<file path="src/rtl/joypad_controller_if.sv">
// Purpose: peripheral bus bundle (addr/wdata/rdata/read_en/write_en) shared by the GB I/O blocks.
// Latency: none; plain wires between the CPU side and a peripheral.
// Backpressure: none; every access completes in the cycle it is presented.
interface Bus_if;
    logic [15:0] addr;
    logic [7:0]  wdata;
    logic [7:0]  rdata;
    logic        read_en;
    logic        write_en;

    modport Peripheral_side (
        input  addr,
        input  wdata,
        input  read_en,
        input  write_en,
        output rdata
    );

    modport Host_side (
        output addr,
        output wdata,
        output read_en,
        output write_en,
        input  rdata
    );
endinterface

</file>
<file path="src/rtl/joypad_controller.sv">
// Purpose: P1/JOYP responder; syncs + debounces host buttons, muxes them by select bits, raises joypad IRQ.
// Latency: raw->debounced 2+DEBOUNCE_CYCLES cycles; bus read combinational; irq 1 cycle after P10-P13 falls.
// Backpressure: none; bus accesses are accepted every cycle.
//
// Ports:
//   clk          system clock
//   reset        synchronous active-high reset
//   bus          peripheral bus (addr, wdata, read_en, write_en in; rdata out)
//   buttons_raw  async button levels, 1 = pressed: R,L,U,D,A,B,Select,Start (bit 0..7)
//   irq_joypad   one-cycle interrupt request pulse
module joypad_controller #(
    parameter int          DEBOUNCE_CYCLES = 16,
    parameter logic [15:0] JOYPAD_ADDR     = 16'hFF00
) (
    input  logic            clk,
    input  logic            reset,
    Bus_if.Peripheral_side  bus,
    input  logic [7:0]      buttons_raw,
    output logic            irq_joypad
);

    logic [7:0] r_sync1;
    logic [7:0] r_sync2;
    logic [7:0] w_btn_db;
    logic [1:0] r_sel;
    logic [3:0] r_prev_p1;
    logic       r_irq;

    logic [3:0] w_dir_n;
    logic [3:0] w_act_n;
    logic [3:0] w_p1_low;
    logic       w_rd_hit;
    logic       w_wr_hit;
    logic       w_unused_wdata;

    // Two-flop synchroniser on every button line.
    always_ff @(posedge clk) begin
        if (reset) begin
            r_sync1 <= '0;
            r_sync2 <= '0;
        end else begin
            r_sync1 <= buttons_raw;
            r_sync2 <= r_sync1;
        end
    end

    generate
        if (DEBOUNCE_CYCLES == 0) begin : g_bypass
            assign w_btn_db = r_sync2;
        end else begin : g_debounce
            localparam int            CW       = $clog2(DEBOUNCE_CYCLES + 1);
            localparam logic [CW-1:0] CNT_LAST = CW'(DEBOUNCE_CYCLES - 1);

            logic [7:0]    r_db;
            logic [CW-1:0] r_cnt [8];

            // Counter tracks how long the synced level has disagreed with the
            // accepted level; it commits on the step that would reach the
            // threshold, so it never has to hold DEBOUNCE_CYCLES itself.
            always_ff @(posedge clk) begin
                if (reset) begin
                    r_db <= '0;
                    for (int i = 0; i < 8; i++) begin
                        r_cnt[i] <= '0;
                    end
                end else begin
                    for (int i = 0; i < 8; i++) begin
                        if (r_sync2[i] == r_db[i]) begin
                            r_cnt[i] <= '0;
                        end else if (r_cnt[i] == CNT_LAST) begin
                            r_db[i]  <= r_sync2[i];
                            r_cnt[i] <= '0;
                        end else begin
                            r_cnt[i] <= r_cnt[i] + 1'b1;
                        end
                    end
                end
            end

            assign w_btn_db = r_db;
        end
    endgenerate

    // Active-low select: a 0 in sel[0] exposes directions, sel[1] actions.
    assign w_dir_n  = r_sel[0] ? 4'hF : ~w_btn_db[3:0];
    assign w_act_n  = r_sel[1] ? 4'hF : ~w_btn_db[7:4];
    assign w_p1_low = w_dir_n & w_act_n;

    assign w_rd_hit = bus.read_en  && (bus.addr == JOYPAD_ADDR);
    assign w_wr_hit = bus.write_en && (bus.addr == JOYPAD_ADDR);

    // Reads see the registered sel, so a same-cycle write is not yet visible.
    assign bus.rdata = w_rd_hit ? {2'b11, r_sel, w_p1_low} : 8'hFF;

    // Only the select bits of the write data are stored.
    assign w_unused_wdata = &{1'b0, bus.wdata[7:6], bus.wdata[3:0]};

    always_ff @(posedge clk) begin
        if (reset) begin
            r_sel     <= 2'b11;
            r_prev_p1 <= 4'hF;
            r_irq     <= 1'b0;
        end else begin
            if (w_wr_hit) begin
                r_sel <= bus.wdata[5:4];
            end
            // Any line going 1->0 fires, whether from a press or a select write.
            r_prev_p1 <= w_p1_low;
            r_irq     <= |(r_prev_p1 & ~w_p1_low);
        end
    end

    assign irq_joypad = r_irq;

endmodule
</file>
<file path="src/flat_wrapper.sv">
// flat-port wrapper written by rule: the top's interface ports become plain ports
module joypad_controller_flat 
#(
    parameter int          DEBOUNCE_CYCLES = 16,
    parameter logic [15:0] JOYPAD_ADDR     = 16'hFF00
)
  (clk, reset, buttons_raw, irq_joypad, bus_addr, bus_wdata, bus_read_en, bus_write_en, bus_rdata);
  Bus_if bus_i ();
  input  logic clk;
  input  logic reset;
  input  logic [7:0] buttons_raw;
  output logic irq_joypad;
  input wire logic [$bits(bus_i.addr)-1:0] bus_addr;
  input wire logic [$bits(bus_i.wdata)-1:0] bus_wdata;
  input wire logic [$bits(bus_i.read_en)-1:0] bus_read_en;
  input wire logic [$bits(bus_i.write_en)-1:0] bus_write_en;
  output wire logic [$bits(bus_i.rdata)-1:0] bus_rdata;
  assign bus_i.addr = bus_addr;
  assign bus_i.wdata = bus_wdata;
  assign bus_i.read_en = bus_read_en;
  assign bus_i.write_en = bus_write_en;
  assign bus_rdata = bus_i.rdata;
  joypad_controller #(.DEBOUNCE_CYCLES(DEBOUNCE_CYCLES), .JOYPAD_ADDR(JOYPAD_ADDR)) u_core (.clk(clk), .reset(reset), .bus(bus_i), .buttons_raw(buttons_raw), .irq_joypad(irq_joypad));
endmodule
</file>
<file path="config.mk">
export PLATFORM = sky130hd
export DESIGN_NAME = joypad_controller_flat
export DESIGN_NICKNAME = d
export VERILOG_FILES = /design/src/rtl/joypad_controller_if.sv /design/src/rtl/joypad_controller.sv /design/src/flat_wrapper.sv
export SDC_FILE = /design/constraint.sdc
export NUM_CORES = 1
export LEC_CHECK = 0
export ABC_AREA = 1
export CAP_MARGIN = 20
export CELL_PAD_IN_SITES_DETAIL_PLACEMENT = 1
export CELL_PAD_IN_SITES_GLOBAL_PLACEMENT = 1
export CORE_UTILIZATION = 45
export DETAILED_ROUTE_END_ITERATION = 8
export MAX_ROUTING_LAYER = met4
export PLACE_DENSITY = 0.87
export SYNTH_ARGS = -nofsm -noshare
export SYNTH_HDL_FRONTEND = slang
export SYNTH_SLANG_ARGS = --single-unit
</file>
<file path="constraint.sdc">
create_clock -name clk -period 4.9 [get_ports clk]
set_input_delay 0.98 -clock clk [delete_from_list [all_inputs] [get_ports clk]]
set_output_delay 0.98 -clock clk [all_outputs]
set_load 0.03 [all_outputs]
</file>
==> run summary, run 1 <==
RUN STATUS
---------------------------------------------------------------------------------
Outcome                                                              finished clean

PLACED DESIGN
---------------------------------------------------------------------------------
Placed cell count                                                             500
Detailed placement HPWL                                                  5.112 mm
Number of I/O port buffers                                                     36
GP Congestion                                                              0.6991

CLOCKING
---------------------------------------------------------------------------------
PostCTS Resize Cnt                                                              0
Number of buffers on the longest clock path                                     2
Number of setup buffers added after CTS                                         0
Max H-tree Level                                                                3
Clock latency at the later pin of the worst-skew pair                      340 ps
Hold-fix buffer count after cts                                                 0
Clk sinks                                                                      71
Clock slew seen by the registers of the worst setup and hold paths          70 ps
Clock root buffer master                                                 clkbuf_8
CTS tree                                                                      yes
CTS buffer count                                                                9

STA
---------------------------------------------------------------------------------
Worst hold slack after final layout                                      397.9 ps
Final-report hold violation count                                               0
Worst Clk Skew                                                           8.259 ps
Final worst-path cycle share                                               0.7753
Post-route setup TNS                                                         0 ps
Unrepaired setup endpoints after global routing                             false
Setup violators final                                                           0
FMAX                                                                    263.2 MHz
Final number of max-transition violations                                       0
Post-layout min period                                                    3799 ps

DRT
---------------------------------------------------------------------------------
Post-detailed-routing wire length                                        6.603 mm
DRC violation count after routing                                               0
Antenna viol nets, final                                                        0
Routed wirelength normalized by instance count                           12.80 um
Number of DRC markers after the initial detailed-route iteration               55
First-pass iteration count of the detailed router                               4
Total via count in the routed design                                        2,415
Via-to-Cell Ratio                                                           4.680

SETUP PATH
---------------------------------------------------------------------------------
Sequence of cells on the critical path                               clkdlybuf4s50_1 > nand2_1 > inv_1 > nand2_1 > nor2_2 > and3_1 > nand2_1 > clkdlybuf4s50_1
Crit path launch type                                                  input port
Crit-path leading delay family                                       buffers and inverters
Number of buffer and inverter instances along the worst setup path              3
Crit Path Max Fanout                                                            6
Worst path most repeated cell                                             nand2_1
Arr. time, crit path                                                      2820 ps
CP required                                                               3920 ps
Master of the slowest instance on the critical path                  clkdlybuf4s50_1
Longest individual stage delay on the worst path                           610 ps
Crit Path Class                                                         in -> out
Critical path endpoint category                                      primary output

LAYOUT
---------------------------------------------------------------------------------
Layout cells sized above 1                                                0.06429
Number of inserted diodes                                                       0
Combined area of the multi-input logic cells                         0.001299 mm^2
Fill cell instance count of the final layout                                  811
Finished Layout Cells                                                         516
Post-layout nets                                                              467
Area growth, synth to finish                                               23.65%
Seq. cell area                                                       0.001822 mm^2

PWR
---------------------------------------------------------------------------------
Worst-case vdd ir drop                                                  0.1614 mV
Total power per unit cell area                                       298.8 mW/mm^2
Standby leakage power                                                    1.705 nW
Total Power                                                              1.194 mW

FLOORPLAN
---------------------------------------------------------------------------------
Core outline area                                                    0.006869 mm^2
Die X                                                                    86.76 um
Initial standard-cell utilization of the core                              0.4707
Top Ports                                                                      45
Overall die height                                                       86.76 um
Die area                                                             0.007527 mm^2
Cell row count                                                                 30

GLOBAL ROUTING
---------------------------------------------------------------------------------
Total track usage                                                          0.2052
Initial antenna violation count                                                 0
Number of global-route vias before repair                                   2,575
Maximum number of pins on one net before global-route repair                   24
Leftover overflow at the end of global routing                                  0
Global-route wire length before repair                                   11.29 mm

SYNTHESIS
---------------------------------------------------------------------------------
Portion of the post-synthesis area used by sequential elements             0.5635
Number of warnings reported in the yosys synthesis log                          0
Number of enable-type register cells in the synthesized netlist                40
Gate count of the mapped netlist                                              333
Netlist cell types                                                             25
Per-instance average area after synthesis                              9.709 um^2
Fraction of registers with async set or reset after synthesis                   0
Most instantiated flip-flop cell in the synthesis netlist                edfxtp_1
#FFs+latches synth                                                             71
Netlist area before placement                                        0.003233 mm^2

MIN PATH
---------------------------------------------------------------------------------
Classification of the worst-slack hold path                            reg -> reg

JOB
---------------------------------------------------------------------------------
Max-capacitance violation count                                                 0

[cell families after synthesis]
| logic type | synth area share |
|---|---|
| AO/OA/AOI/OAI | 0.07972 |
| XOR/XNOR | 0.002709 |
| adder cells (fa/ha/maj) | 0.06192 |
| buffers and inverters | 0.08243 |
| flip-flops | 0.5635 |
| other | 0.001160 |
| AND/OR/NAND/NOR | 0.2086 |
[flip-flops by register name (all words and copies together) (netlist names)]
register / flops
u_core.r_sel: 2
u_core.r_prev_p1: 4
u_core.irq_joypad: 1
u_core.r_sync1: 8
u_core.g_debounce.r_db: 8
u_core.r_sync2: 8
u_core.g_debounce.r_cnt: 40
[cell usage after synthesis (2+ instances only)]
cell	instances	area share
a21oi_1	22	0.034
o21ai_0	8	0.012
inv_1	52	0.060
ha_1	16	0.062
nor3b_2	5	0.019
nor3b_1	3	0.0070
nor2_2	2	0.0039
nand2_1	49	0.057
nand4_1	12	0.023
buf_4	4	0.0093
nand3_1	11	0.017
o211ai_1	3	0.0070
edfxtp_1	40	0.37
nor2_1	62	0.072
dfxtp_1	31	0.19
o211ai_4	4	0.026
[per-layer routing]
metal	vias up	GRT usage	wire length, um
met4	0	0.1045	189
met3	17	0.03524	140
met1	1149	0.2086	2679
li1	1217	-	-
met5	-	-	0
met2	32	0.3781	3594
[cell type report]
type                       instances  area share
clock inverter                     5     0.01189
sequential                        71      0.4557
timing repair buffer              37     0.09202
tap                               96     0.03005
inverter                          53     0.05008
clock buffer                      11     0.03537
multi-input combinational        243      0.3249
[final timing paths]
check,from,to,slack (ps),depth (start not counted)
max,bus_addr[14],bus_rdata[3],1100,8
min,u_core.r_sync1[2]$_SDFF_PP0_,u_core.r_sync2[2]$_SDFF_PP0_,400,2
max reg2reg,u_core.g_debounce.r_cnt[0][10]$_SDFFCE_PN0P_,u_core.g_debounce.r_cnt[0][12]$_SDFFCE_PN0P_,3080,7
min reg2reg,u_core.r_sync1[2]$_SDFF_PP0_,u_core.r_sync2[2]$_SDFF_PP0_,400,2
[through the flow]
| step | utilization | cell area, um^2 | setup slack, ps |
|---|---|---|---|
| after floorplan | - | 3387 | 2200 |
| after global placement | 0.5545 | 3809 | 1177 |
| after detailed placement | 0.5545 | 3809 | 1073 |
| after CTS | 0.5820 | 3998 | 1071 |
| after global routing | 0.5820 | 3998 | 956.1 |
| final | 0.5820 | 3998 | 1101 |
[placed cells by master, fill, tap and decap left out]
cell / count
buf_4: 1
and3_1: 1
o211ai_1: 3
a21oi_1: 22
o211ai_4: 4
nand3_1: 11
ha_1: 16
conb_1: 42
and2_1: 1
clkinv_2: 3
nor2_1: 62
inv_1: 52
edfxtp_1: 40
nor2_2: 2
clkbuf_8: 10
o21ai_0: 8
nand2_1: 49
clkbuf_1: 1
bufinv_16: 1
clkdlybuf4s50_1: 36
clkinv_1: 2
nand3_4: 1
nor3b_1: 3
nor3b_2: 5
nand4_1: 12
dfxtp_1: 31
xor2_1: 1
[tightest hold or removal path, delay by kind of cell (launching register included)]
family        cells  cell delay (ps)
buf+inv           1               40
simple gates      1               30
flops             1              300
[where the power goes]
| part | leakage, nW | switching, mW | internal, mW | total [mW] |
|---|---|---|---|---|
| clock | 0.0982 | 0.209 | 0.244 | 0.454 |
| combinational | 0.941 | 0.0390 | 0.0359 | 0.0749 |
| sequential | 0.666 | 0.0157 | 0.650 | 0.666 |
Note: power is estimated with default switching activity, not from simulation.
==> run 2, diff against run 1 <==
--- a/config.mk
+++ b/config.mk
@@ -9,10 +9,10 @@
 export CAP_MARGIN = 20
 export CELL_PAD_IN_SITES_DETAIL_PLACEMENT = 1
 export CELL_PAD_IN_SITES_GLOBAL_PLACEMENT = 1
-export CORE_UTILIZATION = 45
+export CORE_UTILIZATION = 42
 export DETAILED_ROUTE_END_ITERATION = 8
 export MAX_ROUTING_LAYER = met4
-export PLACE_DENSITY = 0.87
+export PLACE_DENSITY = 0.82
 export SYNTH_ARGS = -nofsm -noshare
 export SYNTH_HDL_FRONTEND = slang
 export SYNTH_SLANG_ARGS = --single-unit
==> constraint.sdc (replaced) <==
create_clock -name clk -period 3.8 [get_ports clk]
set_input_delay 0.76 -clock clk [delete_from_list [all_inputs] [get_ports clk]]
set_output_delay 0.76 -clock clk [all_outputs]
set_load 0.03 [all_outputs]
==> run summary, run 2 (synthesis gave the netlist of run 1 again) <==
STA
-------------------------------------------------------------------------------------
Post-layout min period                                                        3340 ps
Unrepaired setup endpoints after global routing                                 false
Final worst-path cycle share                                                   0.8790
Final Worst Setup Slack                                                      459.8 ps
Post-route setup TNS                                                             0 ps
Final-report hold violation count                                                   0
Worst Clk Skew                                                               4.855 ps
FMAX                                                                        299.4 MHz
Setup violators final                                                               0
Worst hold slack after final layout                                          404.6 ps
Final number of max-transition violations                                           0

SETUP PATH
-------------------------------------------------------------------------------------
Arr. time, crit path                                                          2580 ps
Crit path launch type                                                      input port
Crit Path Max Fanout                                                                6
Startpoint of the worst-slack reg-to-reg timing path                     u_core.g_debounce.r_cnt[0][5]$_SDFFCE_PN0P_
Crit. Startpoint                                                         bus_addr[13]
Crit Path Class                                                             in -> out
Critical path endpoint category                                          primary output
CP required                                                                   3040 ps

DRT
-------------------------------------------------------------------------------------
Number of DRC markers after the initial detailed-route iteration                   52
First-pass iteration count of the detailed router                                   4
Antenna viol nets, final                                                            0
Post-detailed-routing wire length                                            6.239 mm
DRC violation count after routing                                                   0
Routed wirelength normalized by instance count                               12.02 um
Via-to-Cell Ratio                                                               4.576
Total via count in the routed design                                            2,375

FLOORPLAN
-------------------------------------------------------------------------------------
Core outline area                                                        0.007331 mm^2
Die area                                                                 0.008052 mm^2
Top Ports                                                                          45
Cell row count                                                                     31
Initial standard-cell utilization of the core                                  0.4410
Die X                                                                        89.74 um
Overall die height                                                           89.74 um

GLOBAL ROUTING
-------------------------------------------------------------------------------------
Maximum number of pins on one net before global-route repair                       24
Leftover overflow at the end of global routing                                      0
Total track usage                                                              0.1797
Global-route wire length before repair                                       11.32 mm
Initial antenna violation count                                                     0
Number of global-route vias before repair                                       2,583

CLOCKING
-------------------------------------------------------------------------------------
Max H-tree Level                                                                    3
CTS buffer count                                                                    9
Clock slew seen by the registers of the worst setup and hold paths              70 ps
Hold-fix buffer count after cts                                                     0
CTS tree                                                                          yes
Clock latency at the later pin of the worst-skew pair                          330 ps
PostCTS Resize Cnt                                                                  0
Clock root buffer master                                                     clkbuf_8
Number of setup buffers added after CTS                                             0
Number of buffers on the longest clock path                                         2
Clk sinks                                                                          71

PWR
-------------------------------------------------------------------------------------
Total power per unit cell area                                           363.9 mW/mm^2
Standby leakage power                                                        1.685 nW
Worst-case vdd ir drop                                                      0.1716 mV
Total Power                                                                  1.444 mW

LAYOUT
-------------------------------------------------------------------------------------
Area growth, synth to finish                                                   22.76%
Register with the highest flop count                                     u_core.g_debounce.r_cnt
Post-route design area                                                   0.003969 mm^2
Most used cells in the layout excluding fill and tap cells               nor2_1, inv_1, nand2_1
Flip-flop count of the largest register after layout                               40
Number of inserted diodes                                                           0
Layout cells sized above 1                                                    0.06190
Utilization of the core after routing                                          0.5414
Fill cell instance count of the final layout                                      853
Finished Layout Cells                                                             519
Most frequent standard cell in the layout excluding fill and tap cells         nor2_1
Post-layout nets                                                                  467

PLACED DESIGN
-------------------------------------------------------------------------------------
Placed cell count                                                                 503
Area after DPL                                                           0.003812 mm^2
Number of I/O port buffers                                                         36
Worst slack at placement                                                     487.4 ps
Detailed placement HPWL                                                      4.845 mm
GP Congestion                                                                  0.7295

JOB
-------------------------------------------------------------------------------------
Max-capacitance violation count                                                     0

RUN STATUS
-------------------------------------------------------------------------------------
Outcome                                                                  finished clean

MIN PATH
-------------------------------------------------------------------------------------
Hold path startpoint                                                     u_core.r_sync1[5]$_SDFF_PP0_
Classification of the worst-slack hold path                                reg -> reg

[run 2: critical path: stages]
cell and delay, ps:
clkdlybuf4s50_1 460, nand2_1 50, inv_1 40, nand2_1 60, nor2_2 170, and3_1 320
nand2_1 110, clkdlybuf4s50_1 600
[run 2: cell type report]
class | instances | area (um^2) | area share
Clock buffer | 11 | 131.4 | 0.03310
Sequential cell | 71 | 1822 | 0.4590
Tap cell | 99 | 123.9 | 0.03121
Multi-Input combinational cell | 243 | 1299 | 0.3272
Timing Repair Buffer | 37 | 367.9 | 0.09269
Inverter | 53 | 200.2 | 0.05044
Clock inverter | 5 | 25.02 | 0.006305
[run 2: final timing paths]
path / endpoint / slack [ps] / depth (start not counted)
worst max-delay path: bus_rdata[3] / 460 / 8
worst min register to register: u_core.r_sync2[5]$_SDFF_PP0_ / 400 / 2
worst max register to register: u_core.g_debounce.r_cnt[0][7]$_SDFFCE_PN0P_ / 1930 / 7
worst min-delay path: u_core.r_sync2[5]$_SDFF_PP0_ / 400 / 2
[run 2: report_power, final]
group,leakage (nW),internal [mW],switching (mW)
clock network,0.0782,0.231,0.260
logic,0.941,0.0461,0.0495
registers,0.666,0.839,0.0198
[run 2: per-layer routing]
metal  part of all wire  vias up  wire length [um]  GRT usage
li1                   -     1216                 -          -
met1               0.42     1128              2641     0.1962
met4              0.016        0               102    0.07787
met3              0.020        9               124    0.02707
met5                  0        -                 0          -
met2               0.54       22              3371     0.3237
